--- src/rtl/ror_seq_unit.sv ---
// Multi-cycle rotate-right unit: rotates one bit per clock behind a start/done handshake.
// Optional ROR_SHORTPATH_EN: amounts above WIDTH/2 rotate left by WIDTH-amount instead.
module ror_seq_unit #(
    parameter int unsigned WIDTH = 32,
    parameter int unsigned AMT_W = 5
) (
    input  logic             clk,
    input  logic             reset,
    input  logic             start,
    input  logic [WIDTH-1:0] data_in,
    input  logic [AMT_W-1:0] amount,
    output logic             ready,
    output logic             busy,
    output logic             done,
    output logic [WIDTH-1:0] result
);

    typedef enum logic [1:0] {
        StIdle,
        StRot,
        StDone
    } state_e;

    state_e           state_q, state_d;
    logic [WIDTH-1:0] opr_q, opr_d;
    logic [WIDTH-1:0] result_q, result_d;
    logic [WIDTH-1:0] opr_step;
    logic [AMT_W-1:0] cnt_q, cnt_d;
    logic [AMT_W-1:0] cap_cnt;
    logic             busy_q, busy_d;
    logic             done_q, done_d;

`ifdef ROR_SHORTPATH_EN
    logic left_q, left_d;
    logic cap_left;

    // Long right rotations are replaced by the shorter left rotation; direction latched at capture.
    assign cap_left = amount > AMT_W'(WIDTH / 2);
    assign cap_cnt  = cap_left ? AMT_W'(WIDTH - 32'(amount)) : amount;
    assign opr_step = left_q ? {opr_q[WIDTH-2:0], opr_q[WIDTH-1]}
                             : {opr_q[0], opr_q[WIDTH-1:1]};

    always_ff @(posedge clk or posedge reset) begin
        if (reset) begin
            left_q <= 1'b0;
        end else begin
            left_q <= left_d;
        end
    end

    always_comb begin
        left_d = left_q;
        if (state_q == StIdle && start) begin
            left_d = cap_left;
        end
    end
`else
    assign cap_cnt  = amount;
    assign opr_step = {opr_q[0], opr_q[WIDTH-1:1]};
`endif

    always_ff @(posedge clk or posedge reset) begin
        if (reset) begin
            state_q  <= StIdle;
            opr_q    <= '0;
            result_q <= '0;
            cnt_q    <= '0;
            busy_q   <= 1'b0;
            done_q   <= 1'b0;
        end else begin
            state_q  <= state_d;
            opr_q    <= opr_d;
            result_q <= result_d;
            cnt_q    <= cnt_d;
            busy_q   <= busy_d;
            done_q   <= done_d;
        end
    end

    always_comb begin
        state_d  = state_q;
        opr_d    = opr_q;
        result_d = result_q;
        cnt_d    = cnt_q;
        busy_d   = 1'b0;
        done_d   = 1'b0;
        unique case (state_q)
            StIdle: begin
                if (start) begin
                    opr_d = data_in;
                    cnt_d = cap_cnt;
                    if (cap_cnt == '0) begin
                        // Zero rotation completes straight from capture.
                        result_d = data_in;
                        done_d   = 1'b1;
                        state_d  = StDone;
                    end else begin
                        busy_d  = 1'b1;
                        state_d = StRot;
                    end
                end
            end
            StRot: begin
                opr_d = opr_step;
                cnt_d = cnt_q - AMT_W'(1);
                if (cnt_q == AMT_W'(1)) begin
                    result_d = opr_step;
                    done_d   = 1'b1;
                    state_d  = StDone;
                end else begin
                    busy_d = 1'b1;
                end
            end
            StDone: begin
                state_d = StIdle;
            end
            default: begin
                state_d = StIdle;
            end
        endcase
    end

    assign ready  = (state_q == StIdle);
    assign busy   = busy_q;
    assign done   = done_q;
    assign result = result_q;

endmodule

--- config.mk ---
export PLATFORM = sky130hd
export DESIGN_NAME = ror_seq_unit
export DESIGN_NICKNAME = d
export VERILOG_FILES = /design/src/rtl/ror_seq_unit.sv
export SDC_FILE = /design/constraint.sdc
export NUM_CORES = 1
export LEC_CHECK = 0
export CAP_MARGIN = 20
export CORE_AREA = 2 2 85 87
export CTS_BUF_LIST = sky130_fd_sc_hd__clkbuf_2 sky130_fd_sc_hd__clkbuf_4 sky130_fd_sc_hd__clkbuf_8
export CTS_CLUSTER_SIZE = 10
export DETAILED_ROUTE_END_ITERATION = 6
export DIE_AREA = 0 0 87 89
export GPL_ROUTABILITY_DRIVEN = 0
export GPL_TIMING_DRIVEN = 1
export PLACE_DENSITY = 0.85
export SLEW_MARGIN = 5
export SYNTH_ARGS = -nofsm -noshare
export SYNTH_HDL_FRONTEND = slang
export SYNTH_SLANG_ARGS = --single-unit
--- constraint.sdc ---
create_clock -name clk -period 3.6 [get_ports clk]
set_input_delay 0.36 -clock clk [delete_from_list [all_inputs] [get_ports clk]]
set_output_delay 0.36 -clock clk [all_outputs]
set_load 0.02 [all_outputs]
After elaboration in Yosys (flattened, before gate mapping) --
Cells that the tools add are included.
Cells by class: add/subtract/negate cells 1, equality and inequality tests 5, muxes and demuxes 20, reduce and logical (&&, ||, !) cells 6
Operator list (count):
- 2-to-1 mux 32 bit | 4
- case mux 32 bit (2 select lines) | 2
- case mux 5 bit (2 select lines) | 1
- 2-to-1 mux 1 bit | 6
- 2-to-1 mux 2 bit | 3
- equality test 5 x 1 -> 1 bit, second input constant | 1
- zero test 5 bit | 1
- 2-to-1 mux 5 bit | 1
- subtractor 5 x 1 -> 5 bit, second input constant | 1
- != test 2 bit, second input constant | 2
- case mux 1 bit (2 select lines) | 2
- case mux 2 bit (2 select lines) | 1
- AND reduction 2 bit | 2
- AND reduction 4 bit | 1
- equality test 2 x 1 -> 1 bit, second input constant | 1
- zero test 2 bit | 1
- != test 2 x 1 -> 1 bit, second input constant | 1
- nonzero test 2 bit | 1
Word-level totals: bits in registers 73, input bits 40, output and inout port bits 35, logic and storage cells 38

Logic depth before layout (Yosys ltp) --
Gate-level depths: netlist of the first run.
depth after elaboration 4, gate-level depth with buffers 7, mapped depth without buffers 5

Worst setup path after synthesis of the first run --
OpenSTA, ideal clock, no wires.
path type register -> register, start register state_q[0], end register result_q[0], in the netlist result[0], setup time 0.125 ns, arrival 1.653 ns, required time 3.475 ns, path slack 1.822 ns, cell stages (with the launch flop) 7, path buffers 3, clock period less this slack 1.778 ns, cells stage by stage dfrtp_1 buf_2 nor2b_1 buf_2 buf_2 mux2_2 mux2_4
On the way: cells in the longest elaborated chain, start to end 3, elaborated cells between the ends (all ways) 8, those cells by class eq/ne (4); mux (1); reduce/logical (3)
Ends and longest elaborated chain:
- start, declared | RTL line 24 | state_e state_q, state_d;
- start signal, assigned | RTL line 64 | state_q <= StIdle;
- start signal, assigned | RTL line 71 | state_q <= state_d;
- equality test 2 x 1 -> 1 bit or zero test 2 bit (tied branches) | RTL line 87 | unique case (state_q)
- != test 2 bit (no line), or another cell as far along
- AND reduction 4 bit (no line)
- end signal, assigned | RTL line 73 | result_q <= result_d;
- end, declared | RTL line 26 | logic [WIDTH-1:0] result_q, result_d;
Several ways; a longest one is shown, not always the timed one. A chain may end at the register's enable or synchronous reset.

Worst setup path in the final report of the first run --
start register state_q[0], end register result_q[22], in the netlist result[22]
Same word-level chain as after synthesis.

==> results of run 1 <==
## logic make-up after synthesis
| group | count (synthesis) | share of synthesized area |
|---|---|---|
| simple gates | 96 | 0.117 |
| buf+inv | 30 | 0.0430 |
| compound gates | 27 | 0.0528 |
| flops | 73 | 0.546 |
| mux | 64 | 0.234 |
| fa+ha+maj | 2 | 0.00748 |
## sequential cells by signal, indices dropped and copies added (netlist names)
name and flops:
opr_q 32, cnt_q 5, result 32, busy 1, done 1, state_q 2
## power by group
part           internal, mW  switching [mW]  total [mW]  leakage (nW)
registers              1.24           0.268        1.51         0.882
logic                  1.15            1.07        2.22          1.12
clock network         0.396           0.332       0.728         0.106
total                  2.79            1.67        4.46          2.11
## stage by stage
step                      hold slack [ns]  utilization
after floorplan                     0.440            -
after global placement              0.452        0.618
after detailed placement            0.459        0.618
after CTS                           0.479        0.651
after global routing                0.501        0.651
final                               0.466        0.651
## layer usage
metal	global-route usage	part of all wire
met1	0.251	0.44
met2	0.315	0.49
met3	0.0609	0.055
met4	0.0653	0.017
met5	0	0
## how the worst min path moves through the flow
stage | endpoint | cells after the start
floorplan | opr_q[21] | 2
global placement | opr_q[10] | 2
detailed placement | opr_q[22] | 2
CTS | result[15] | 2
global route | opr_q[0] | 2
finish | result[15] | 2
## worst reg2reg max path: stages (launching register included)
cell	delay [ns]
dfrtp_1	0.61
nand2b_1	0.42
a31o_2	0.38
o311ai_4	0.28
buf_4	0.49
mux2_2	0.38
## cell usage in the layout (no fill, tap or decap), types with 4 or more instances in the layout
| master | Yosys | final |
|---|---|---|
| nand2_1 | 84 | 84 |
| clkdlybuf4s50_1 | 0 | 74 |
| dfrtp_1 | 73 | 73 |
| mux2_2 | 29 | 29 |
| mux2_4 | 21 | 21 |
| mux2i_1 | 14 | 14 |
| o21ai_0 | 13 | 13 |
| inv_1 | 14 | 13 |
| clkbuf_8 | 0 | 9 |
| a21oi_1 | 5 | 5 |
| nor2_1 | 4 | 4 |
| buf_4 | 0 | 4 |
## final cells by class
class	instances	area [µm²]
fillers	509	2340
flip-flops and latches	73	1830
clock inverters	7	101
clock buffers	9	124
well taps	80	100
inverters	14	52.6
repair buffers	79	791
multi-input cells	189	1380
==> results.json, run 1 <==
{
  "cp_num_buf_inv": 1,
  "cp.depth": 5,
  "synth_seq_cells": 73,
  "path_clk_slew_ns": 0.09,
  "synth_most_common_cell": "nand2_1",
  "start_kind": "flop",
  "totalPowerFinal_mw": 4.46,
  "overflow": 0,
  "slew-limit-headroom": 0.342,
  "chipHeight_um": 89,
  "diodes": 0,
  "rows": 30,
  "reg2reg_from": "state_q[0]",
  "finalClockSkew_ns": 0.0112,
  "critPathTopFamily": "compound AO/OA/AOI/OAI gates",
  "yosysTopAreaCell": "dfrtp_1",
  "ys.warnings.count": 0,
  "antenna_left": 0,
  "drt_pass1_iterations": 4,
  "wl_per_cell_um": 15.6,
  "placeableCoreArea_mm2": 0.00672,
  "leakage_nw": 2.11,
  "max_freq_ghz": 0.374,
  "critPathCaptureType": "flop",
  "ir_drop_v": 0.000504,
  "r2r_end": "result[22]",
  "arrival_ns": 2.91,
  "clock_latency_ns": 0.35,
  "die_w_um": 87,
  "async_flop_share": 1.00,
  "drv_slew": 0,
  "initial_core_util": 0.498,
  "synth_cells": 292,
  "cts_tree": "built",
  "max_stage_delay_ns": 0.61,
  "wl_um": 7050,
  "cp_cell_sequence": "nand2b_1 -> a31o_2 -> o311ai_4 -> buf_4 -> mux2_2",
  "cp_slowest_cell": "dfrtp_1",
  "tightest_slew_ns": 0.985,
  "crit_type": "reg -> reg",
  "portBuffers": 74,
  "syn-num-nets": 334,
  "worstRegToRegCells": 5,
  "cts_htree_levels": 3,
  "synth_cell_type_count": 30,
  "cts_root_buffer": "clkbuf_8",
  "endpoint": "result[22]",
  "cts_max_path_buffers": 2,
  "min_path_type": "in -> async",
  "synthTopCellsByArea": "dfrtp_1 55%, mux2_2 9.8%, mux2_4 9.4%",
  "fin_nets": 408,
  "synth_area_mm2": 0.00334,
  "hold_viol": 0,
  "grt_pass1_wl_um": 11500,
  "cts_setup_buffers": 0,
  "fin_cells": 451,
  "finalWorstSetupSlack_ns": 0.925,
  "min_period_ns": 2.68,
  "cp.required_ns": 3.84,
  "p_per_area_mw_per_mm2": 1020,
  "io_pins": 75,
  "dp.cells": 435,
  "grt_max_degree": 39,
  "dp_hpwl_um": 4750,
  "drt_iter0_drc": 102,
  "drive_above_1_share": 0.213,
  "synthFlopType": "dfrtp_1",
  "cts.repair.resized": 0,
  "yosysTopAreaCellShare": 0.546,
  "synth-edff-count": 0,
  "stdcell_area_mm2": 0.00438,
  "dp_slack_ns": 0.751,
  "syn_to_final_growth_pct": 30.8,
  "antenna_found_initial": 0,
  "cp_max_fo": 19,
  "cts_hold_buffers": 0,
  "drc": 0,
  "seq_area_frac_synth": 0.546,
  "vias": 2349,
  "synthTopCellsByCount": "84 x nand2_1, 73 x dfrtp_1, 29 x mux2_2, 21 x mux2_4",
  "placed_area_mm2": 0.00415,
  "setup_viol": 0,
  "via_per_inst": 5.21,
  "grt_pass1_vias": 2437,
  "maxCapViolations": 0,
  "setup_tns_ns": 0,
  "grt_util_all_layers": 0.195,
  "fin_crit_sh": 0.743,
  "cts_buffers": 9,
  "startpoint": "state_q[0]",
  "cts.sinks": 73,
  "die-area_mm2": 0.00774,
  "status": "finished, final reports clean",
  "grt_setup_unrepaired": "no",
  "postSynthAreaPerCell_um2": 11.5,
  "r2r_slack_ns": 0.92
}
Power figures use the tool's default switching activity.
==> inputs of run 2 (changes only) <==
==> constraint.sdc (replaced) <==
create_clock -name clk -period 2.74 [get_ports clk]
set_input_delay 0.274 -clock clk [delete_from_list [all_inputs] [get_ports clk]]
set_output_delay 0.274 -clock clk [all_outputs]
set_load 0.02 [all_outputs]
==> results.json, run 2 (synthesis gave the netlist of run 1 again) <==
{
  "dp_hpwl_um": 4450,
  "rows": 30,
  "cts_buffers": 9,
  "min_path_type": "in -> async",
  "hold_viol": 0,
  "swShare": 0.368,
  "ir_drop_v": 0.000707,
  "cts_tree": "built",
  "maxCapViolations": 0,
  "initial_core_util": 0.498,
  "p_per_area_mw_per_mm2": 1330,
  "drt_pass1_iterations": 4,
  "critPathCaptureType": "flop",
  "fin_nets": 409,
  "power_frac_seq": 0.339,
  "portBuffers": 74,
  "cp_max_fo": 34,
  "chipHeight_um": 89,
  "cp_slowest_cell": "dfrtp_1",
  "cp_cell_sequence": "nand2b_1 -> a31o_2 -> o311ai_4 -> buf_4 -> mux2_2",
  "io_pins": 75,
  "max_stage_delay_ns": 0.59,
  "fin_crit_sh": 0.785,
  "placeableCoreArea_mm2": 0.00672,
  "wl_um": 6710,
  "internal_power_mw": 3.68,
  "status": "finished, final reports clean",
  "p_switching_mw": 2.14,
  "path_clk_slew_ns": 0.08,
  "clock_latency_ns": 0.34,
  "antenna_found_initial": 0,
  "critPathTopFamily": "flip-flops",
  "layout_common_cells": "84 x nand2_1, 74 x clkdlybuf4s50_1, 73 x dfrtp_1, 29 x mux2_2, 21 x mux2_4",
  "setup_tns_ns": 0,
  "syn_to_final_growth_pct": 31.2,
  "cts.repair.resized": 0,
  "wl_per_cell_um": 14.8,
  "cts_max_path_buffers": 2,
  "tightest_slew_ns": 0.620,
  "crit_type": "reg -> reg",
  "antenna_left": 0,
  "cp.required_ns": 2.96,
  "cts_setup_buffers": 0,
  "slew-limit-headroom": 0.586,
  "via_per_inst": 5.04,
  "grt_setup_unrepaired": "no",
  "die-area_mm2": 0.00774,
  "min_period_ns": 2.15,
  "drt_iter0_drc": 96,
  "setup_viol": 0,
  "grt_pass1_wl_um": 11100,
  "leakage_nw": 2.12,
  "vias": 2280,
  "arrival_ns": 2.37,
  "drc": 0,
  "drive_above_1_share": 0.215,
  "grt_util_all_layers": 0.186,
  "grt_pass1_vias": 2316,
  "grt_max_degree": 74,
  "finalClockSkew_ns": 0.00815,
  "layout_commonest_cell": "nand2_1",
  "cp_num_buf_inv": 1,
  "start_kind": "flop",
  "power_frac_comb": 0.503,
  "cts.sinks": 73,
  "cts_root_buffer": "clkbuf_8",
  "diodes": 0,
  "overflow": 0,
  "max_freq_ghz": 0.465,
  "whs_ns": 0.335,
  "drv_slew": 0,
  "cts_htree_levels": 3,
  "die_w_um": 87,
  "p_clk_frac": 0.157,
  "cts_hold_buffers": 0
}
[run 2: cell types whose count changed in the layout (fill, tap and decap cells not counted)]
cell | previous run | this run
clkinv_2 | 0 | 2
inv_6 | 2 | 0
buf_12 | 1 | 2
clkinv_4 | 1 | 2
clkinvlp_4 | 2 | 1
[run 2: path summary, 6_finish.rpt]
check | depth (start not counted) | startpoint | slack, ns | end
max | 5 | state_q[0] | 0.59 | result[31]
min | 3 | reset | 0.33 | opr_q[15]
max reg2reg | 5 | state_q[0] | 0.59 | result[31]
min reg2reg | 2 | opr_q[22] | 0.48 | opr_q[22]
max in group asynchronous | 3 | reset | 2.11 | result[29]
min in group clk | 2 | opr_q[22] | 0.48 | opr_q[22]
[run 2: worst register-to-register path, delay by kind of cell (launching register included)]
kind	cells	cell delay, ns
DFF	1	0.59
buffers and inverters	1	0.54
muxes	1	0.43
AOI/OAI and AO/OA	2	0.34
and+or+nand+nor	1	0.13
[run 2: power groups by stage]
stage                     Sequential [mW]  Combinational (mW)  Clock [mW]
final                                1.98                2.93       0.916
after global routing                 2.04                3.18       0.981
after CTS                            1.98                2.96       0.936
after detailed placement             1.99                2.95           0
after global placement               1.97                2.87           0
after floorplan                      2.19                1.79           0
[run 2: through the flow]
| stage | power (mW) | setup WS, ns | util | instance area [µm²] | instances |
|---|---|---|---|---|---|
| 4_1_cts | 5.88 | 0.603 | 0.653 | 4390 | 452 |
| 3_3_place_gp | 4.84 | 0.459 | 0.621 | 4170 | 436 |
| 6_report | 5.82 | 0.590 | 0.653 | 4390 | 452 |
| 2_1_floorplan | 3.98 | 0.613 | - | 3340 | 292 |
| 5_1_grt | 6.21 | 0.490 | 0.653 | 4390 | 452 |
| 3_5_place_dp | 4.94 | 0.406 | 0.621 | 4170 | 436 |
[run 2: metal layers]
metal | up-vias | share of wire | GRT usage
met1 | 1096 | 0.47 | 0.259
met4 | 0 | 0.013 | 0.0724
met5 | - | 0 | 0
met2 | 61 | 0.47 | 0.287
met3 | 9 | 0.047 | 0.0388
li1 | 1114 | - | -
[run 2: area by class of cell]
| class | count | area (µm²) |
|---|---|---|
| clock buffer | 9 | 124 |
| clock inverter | 7 | 95.1 |
| tap | 80 | 100 |
| sequential | 73 | 1830 |
| timing repair buffer | 80 | 811 |
| multi-input combinational | 189 | 1380 |
| inverter | 14 | 52.6 |
| fill | 521 | 2330 |
==> inputs of run 3 (changes only) <==
==> constraint.sdc (replaced) <==
create_clock -name clk -period 2.13 [get_ports clk]
set_input_delay 0.213 -clock clk [delete_from_list [all_inputs] [get_ports clk]]
set_output_delay 0.213 -clock clk [all_outputs]
set_load 0.02 [all_outputs]
==> results.json, run 3 (synthesis gave the netlist of run 1 again) <==
{
  "cts_buffers": 9,
  "crit_type": "reg -> out",
  "via_per_inst": 5.13,
  "p_per_area_mw_per_mm2": 1740,
  "r2r_slack_ns": 0.26,
  "dp.cells": 437,
  "overflow": 0,
  "drv_slew": 0,
  "drc": 0,
  "setup_tns_ns": 0,
  "fin_crit_sh": 0.888,
  "io_pins": 75,
  "chipHeight_um": 89,
  "dp_hpwl_um": 4560,
  "portBuffers": 74,
  "grt_pass1_vias": 2416,
  "start_kind": "flop",
  "placeableCoreArea_mm2": 0.00672,
  "p_clk_frac": 0.170,
  "critPathCaptureType": "output port",
  "cts_hold_buffers": 0,
  "diodes": 0,
  "drt_iter0_drc": 135,
  "tightest_slew_ns": 0.396,
  "min_period_ns": 1.89,
  "stdcell_area_mm2": 0.00446,
  "min_path_type": "in -> async",
  "placed_area_mm2": 0.00422,
  "clock_latency_ns": 0.33,
  "drt_pass1_iterations": 4,
  "dp_slack_ns": 0.0163,
  "ir_drop_v": 0.000960,
  "totalPowerFinal_mw": 7.76,
  "status": "finished, final reports clean",
  "max_freq_ghz": 0.528,
  "slew-limit-headroom": 0.736,
  "cts_root_buffer": "clkbuf_8",
  "setup_viol": 0,
  "post-route-util": 0.664,
  "fin_cells": 453,
  "syn_to_final_growth_pct": 33.4,
  "power_frac_comb": 0.502,
  "drive_above_1_share": 0.217,
  "whs_ns": 0.278,
  "finalWorstSetupSlack_ns": 0.238,
  "antenna_found_initial": 0,
  "vias": 2323,
  "grt_max_degree": 74,
  "cts_setup_buffers": 0,
  "cts.repair.resized": 0,
  "grt_setup_unrepaired": "no",
  "layout_commonest_cell": "nand2_1",
  "rows": 30,
  "grt_util_all_layers": 0.186,
  "fin_nets": 410,
  "cts_max_path_buffers": 2,
  "finalClockSkew_ns": 0.0142,
  "hold_viol": 0,
  "cts_tree": "built",
  "grt_pass1_wl_um": 11200,
  "maxCapViolations": 0,
  "wl_per_cell_um": 15.1,
  "p_switching_mw": 2.77,
  "swShare": 0.357,
  "die-area_mm2": 0.00774,
  "leakage_nw": 2.16,
  "initial_core_util": 0.498,
  "path_clk_slew_ns": 0.08,
  "internal_power_mw": 4.99,
  "power_frac_seq": 0.328,
  "cts.sinks": 73,
  "cp_max_fo": 11,
  "die_w_um": 87,
  "antenna_left": 0,
  "arrival_ns": 1.68,
  "layout_common_cells": "84 x nand2_1, 74 x clkdlybuf4s50_1, 73 x dfrtp_1, 29 x mux2_2, 21 x mux2_4",
  "wl_um": 6830,
  "cp.required_ns": 1.92,
  "cts_htree_levels": 3
}
[run 3: changes by cell type in the layout (fill, tap and decap cells not counted), sizes merged]
| cell | previous run | this run |
|---|---|---|
| clkinv | 4 | 1 |
| clkbuf | 9 | 11 |
| buf | 6 | 7 |
| bufinv | 2 | 3 |
[run 3: power groups by stage]
stage               Sequential (mW)  Combinational (mW)  Clock, mW
global route                   2.63                4.22       1.41
CTS                            2.55                3.94       1.35
detailed placement             2.55                3.93          0
global placement               2.54                3.81          0
finish                         2.54                3.90       1.32
floorplan                      2.82                2.30          0
[run 3: metal layers]
layer	track usage	routed length, µm	part of all wire	up-vias
met5	0	0	0	-
li1	-	-	-	1116
met4	0.0639	69	0.010	0
met2	0.312	3300	0.48	57
met3	0.0351	270	0.040	8
met1	0.246	3190	0.47	1142
[run 3: area by class of cell]
class / instances / area, µm²
fill: 488 / 2260
sequential: 73 / 1830
multi-input combinational: 189 / 1380
timing repair buffer: 81 / 856
clock buffer: 11 / 145
clock inverter: 5 / 103
tap: 80 / 100
inverter: 14 / 52.6
[run 3: path summary, 6_finish.rpt]
path,depth (start not counted),from,endpoint
max,2,state_q[0],ready
min,3,reset,result[15]
max reg2reg,5,state_q[0],result[31]
min reg2reg,2,opr_q[20],opr_q[20]
max in group asynchronous,3,reset,result[23]
min in group clk,2,opr_q[20],opr_q[20]
[run 3: critical path: stages (launching register included)]
cell             delay (ns)
dfrtp_1                0.52
nor2_1                 0.20
clkdlybuf4s50_1        0.62
==> edit (settings of run 1) <==
Re-encode `state_e` (3 states) as one-hot, 3 bits wide.
--- a/src/rtl/ror_seq_unit.sv
+++ b/src/rtl/ror_seq_unit.sv
@@ -17,6 +17,6 @@
 
-    typedef enum logic [1:0] {
-        StIdle,
-        StRot,
-        StDone
+    typedef enum logic [2:0] {
+        StIdle = 3'b001,
+        StRot  = 3'b010,
+        StDone = 3'b100
     } state_e;
Behaviour: same outputs for any inputs over 10 cycles, from zero or initial values and one cycle with reset high; not proved beyond that.
==> edit against run 1 <==
  * Via count is 27% higher
  * Sequential power increased by 5%
  * Worst setup slack gained 0.14 ns
  * Non-clock buffer count increased by 3
  * Sequential cell count is 1 higher
  * Final area is 3.0% higher
  * Area after synthesis rose by 5.4%
  * Total power shrank 13%
  * Routed wire length increased by 15%
  * Largest cell class unchanged
==> edit: results (changes against run 1) <==
\begin{tabular}{lr}
\hline
Metric & Value \\
\hline
\multicolumn{2}{l}{\textbf{Setup path}} \\
\quad Cell type of the slowest stage on the worst timing path & nor3b\_2 \\
\quad Worst Path Arrival & 2.80 ns (-0.11 ns) \\
\quad Largest fanout on the critical path & 18 (-1) \\
\quad Delay of the slowest cell on the worst path & 0.73 ns (+0.12 ns) \\
\quad Dominant delay contributor by cell family on the critical path & simple AND/OR/NAND/NOR gates \\
\multicolumn{2}{l}{\textbf{Pwr}} \\
\quad Cell internal pwr & 2360 µW (-15\%) \\
\quad Standby leakage power & 0.00192 µW (-9.2\%) \\
\quad Worst voltage drop across the vdd grid & 0.476 mV (-5.5\%) \\
\multicolumn{2}{l}{\textbf{Logic synthesis}} \\
\quad YS warnings & 0 (unchanged) \\
\quad Post-synthesis net count & 420 (+26\%) \\
\quad Top cells by area in the synthesized netlist & dfrtp\_1 (52\%), nor2\_1 (7.2\%), nand2\_1 (7.1\%), o22ai\_2 (7.1\%), a31oi\_1 (5.5\%) \\
\quad Area fraction in compound gates after synthesis & 22.3\% (+17 points) \\
\quad Number of distinct library cells after synthesis & 38 (+27\%) \\
\quad Adder and majority cell fraction of the synthesized area & 0.710\% (-0.038 points) \\
\quad Sequential area share after synthesis & 52.6\% (-2.1 points) \\
\quad Share of synthesized area spent on multiplexers & 0.568\% (-23 points) \\
\quad Synth cell count leaders & dfrtp\_1 (73), nor2\_1 (68), nand2\_1 (67) \\
\multicolumn{2}{l}{\textbf{Routing}} \\
\quad Routed via count divided by cell count & 5.66 (+8.7\%) \\
\quad Iter 0 DRT Violations & 277 (+170\%) \\
\quad Post-detailed-routing wire length & 8080 µm (+15\%) \\
\quad First-pass iteration count of the detailed router & 5 (+1) \\
\multicolumn{2}{l}{\textbf{Global route}} \\
\quad Number of global-route vias before repair & 2,716 (+11\%) \\
\quad First-pass GRT wire length & 12,900 µm (+12\%) \\
\quad Largest net degree at the start of global routing & 68 (+74\%) \\
\quad All-layer global routing usage & 21.5\% (+2.0 points) \\
\multicolumn{2}{l}{\textbf{CTS}} \\
\quad TritonCTS sink count & 74 (+1.4\%) \\
\quad Clock buffers created by TritonCTS & 9 (unchanged) \\
\quad Deepest clock path buffer count & 2 (unchanged) \\
\multicolumn{2}{l}{\textbf{Status}} \\
\quad Status & finished, final reports clean \\
\multicolumn{2}{l}{\textbf{STA}} \\
\quad Tightest slew margin relative to the limit & 44.9\% (+11 points) \\
\quad Setup clock skew after layout & 0.0128 ns (+0.00166 ns) \\
\multicolumn{2}{l}{\textbf{Final layout}} \\
\quad Number of antenna cells inserted & 0 (unchanged) \\
\quad Ratio of cells with drive above 1 in the final layout & 12.1\% (-9.2 points) \\
\quad Post-layout net count & 485 (+19\%) \\
\multicolumn{2}{l}{\textbf{Placement}} \\
\quad Post-place instance area & 4310 µm² (+3.8\%) \\
\quad Hpwl dp & 5310 µm (+12\%) \\
\quad Post-placement worst setup slack & 0.966 ns (+0.215 ns) \\
\hline
\end{tabular}
==> edit: changes by cell type after synthesis, moves of 9 or more <==
cell	run 1	this run
mux2i_1	14	2
o22ai_2	0	20
a21oi_1	5	38
mux2_2	29	0
o22ai_1	2	11
nor2_1	4	68
o21ai_0	13	2
nand2_1	84	67
a31oi_1	1	31
mux2_4	21	0
==> edit: cell type report <==
class | instances | area [µm²]
inverter | 6 | 22.5
sequential | 74 | 1850
clock buffer | 13 | 166
timing repair buffer | 82 | 821
multi-input combinational | 270 | 1530
tap | 80 | 100
clock inverter | 2 | 12.5
fill | 504 | 2210
==> edit: final timing paths <==
path,start,to,slack (ns)
max in group asynchronous,reset,state_q[0],2.59
worst max register to register,state_q[1],result[24],1.06
worst min register to register,opr_q[1],opr_q[0],0.54
worst max-delay path,state_q[1],result[24],1.06
worst min-delay path,reset,result[16],0.23
min in group clk,opr_q[1],opr_q[0],0.54
==> edit: cell families after synthesis <==
logic type	count (synthesis)
and+or+nand+nor	154
buffers and inverters	34
AOI/OAI and AO/OA	112
muxes	2
DFF	74
adders and majority gates	2
==> edit: per-layer routing <==
metal  global-route usage (%)  wire [µm]  vias to the layer above
li1                         -          -                     1447
met1                     28.0       3610                     1433
met2                     35.0       4070                       93
met3                     3.14        278                       10
met4                     11.4        125                        0
met5                        0          0                        -
==> edit: per-stage QoR <==
stage,utilization [%],std cells,hold WS (ns)
finish,67.1,527,0.231
global route,67.1,527,0.238
CTS,66.8,526,0.234
detailed placement,64.1,511,0.528
global placement,63.9,510,0.520
floorplan,-,378,0.469
==> edit: power groups by stage <==
stage / logic [µW] / clock network (µW) / registers, µW
finish: 1670 / 592 / 1590
global route: 1810 / 639 / 1650
CTS: 1670 / 598 / 1590
detailed placement: 1660 / 0 / 1610
global placement: 1610 / 0 / 1590
floorplan: 820 / 0 / 1770
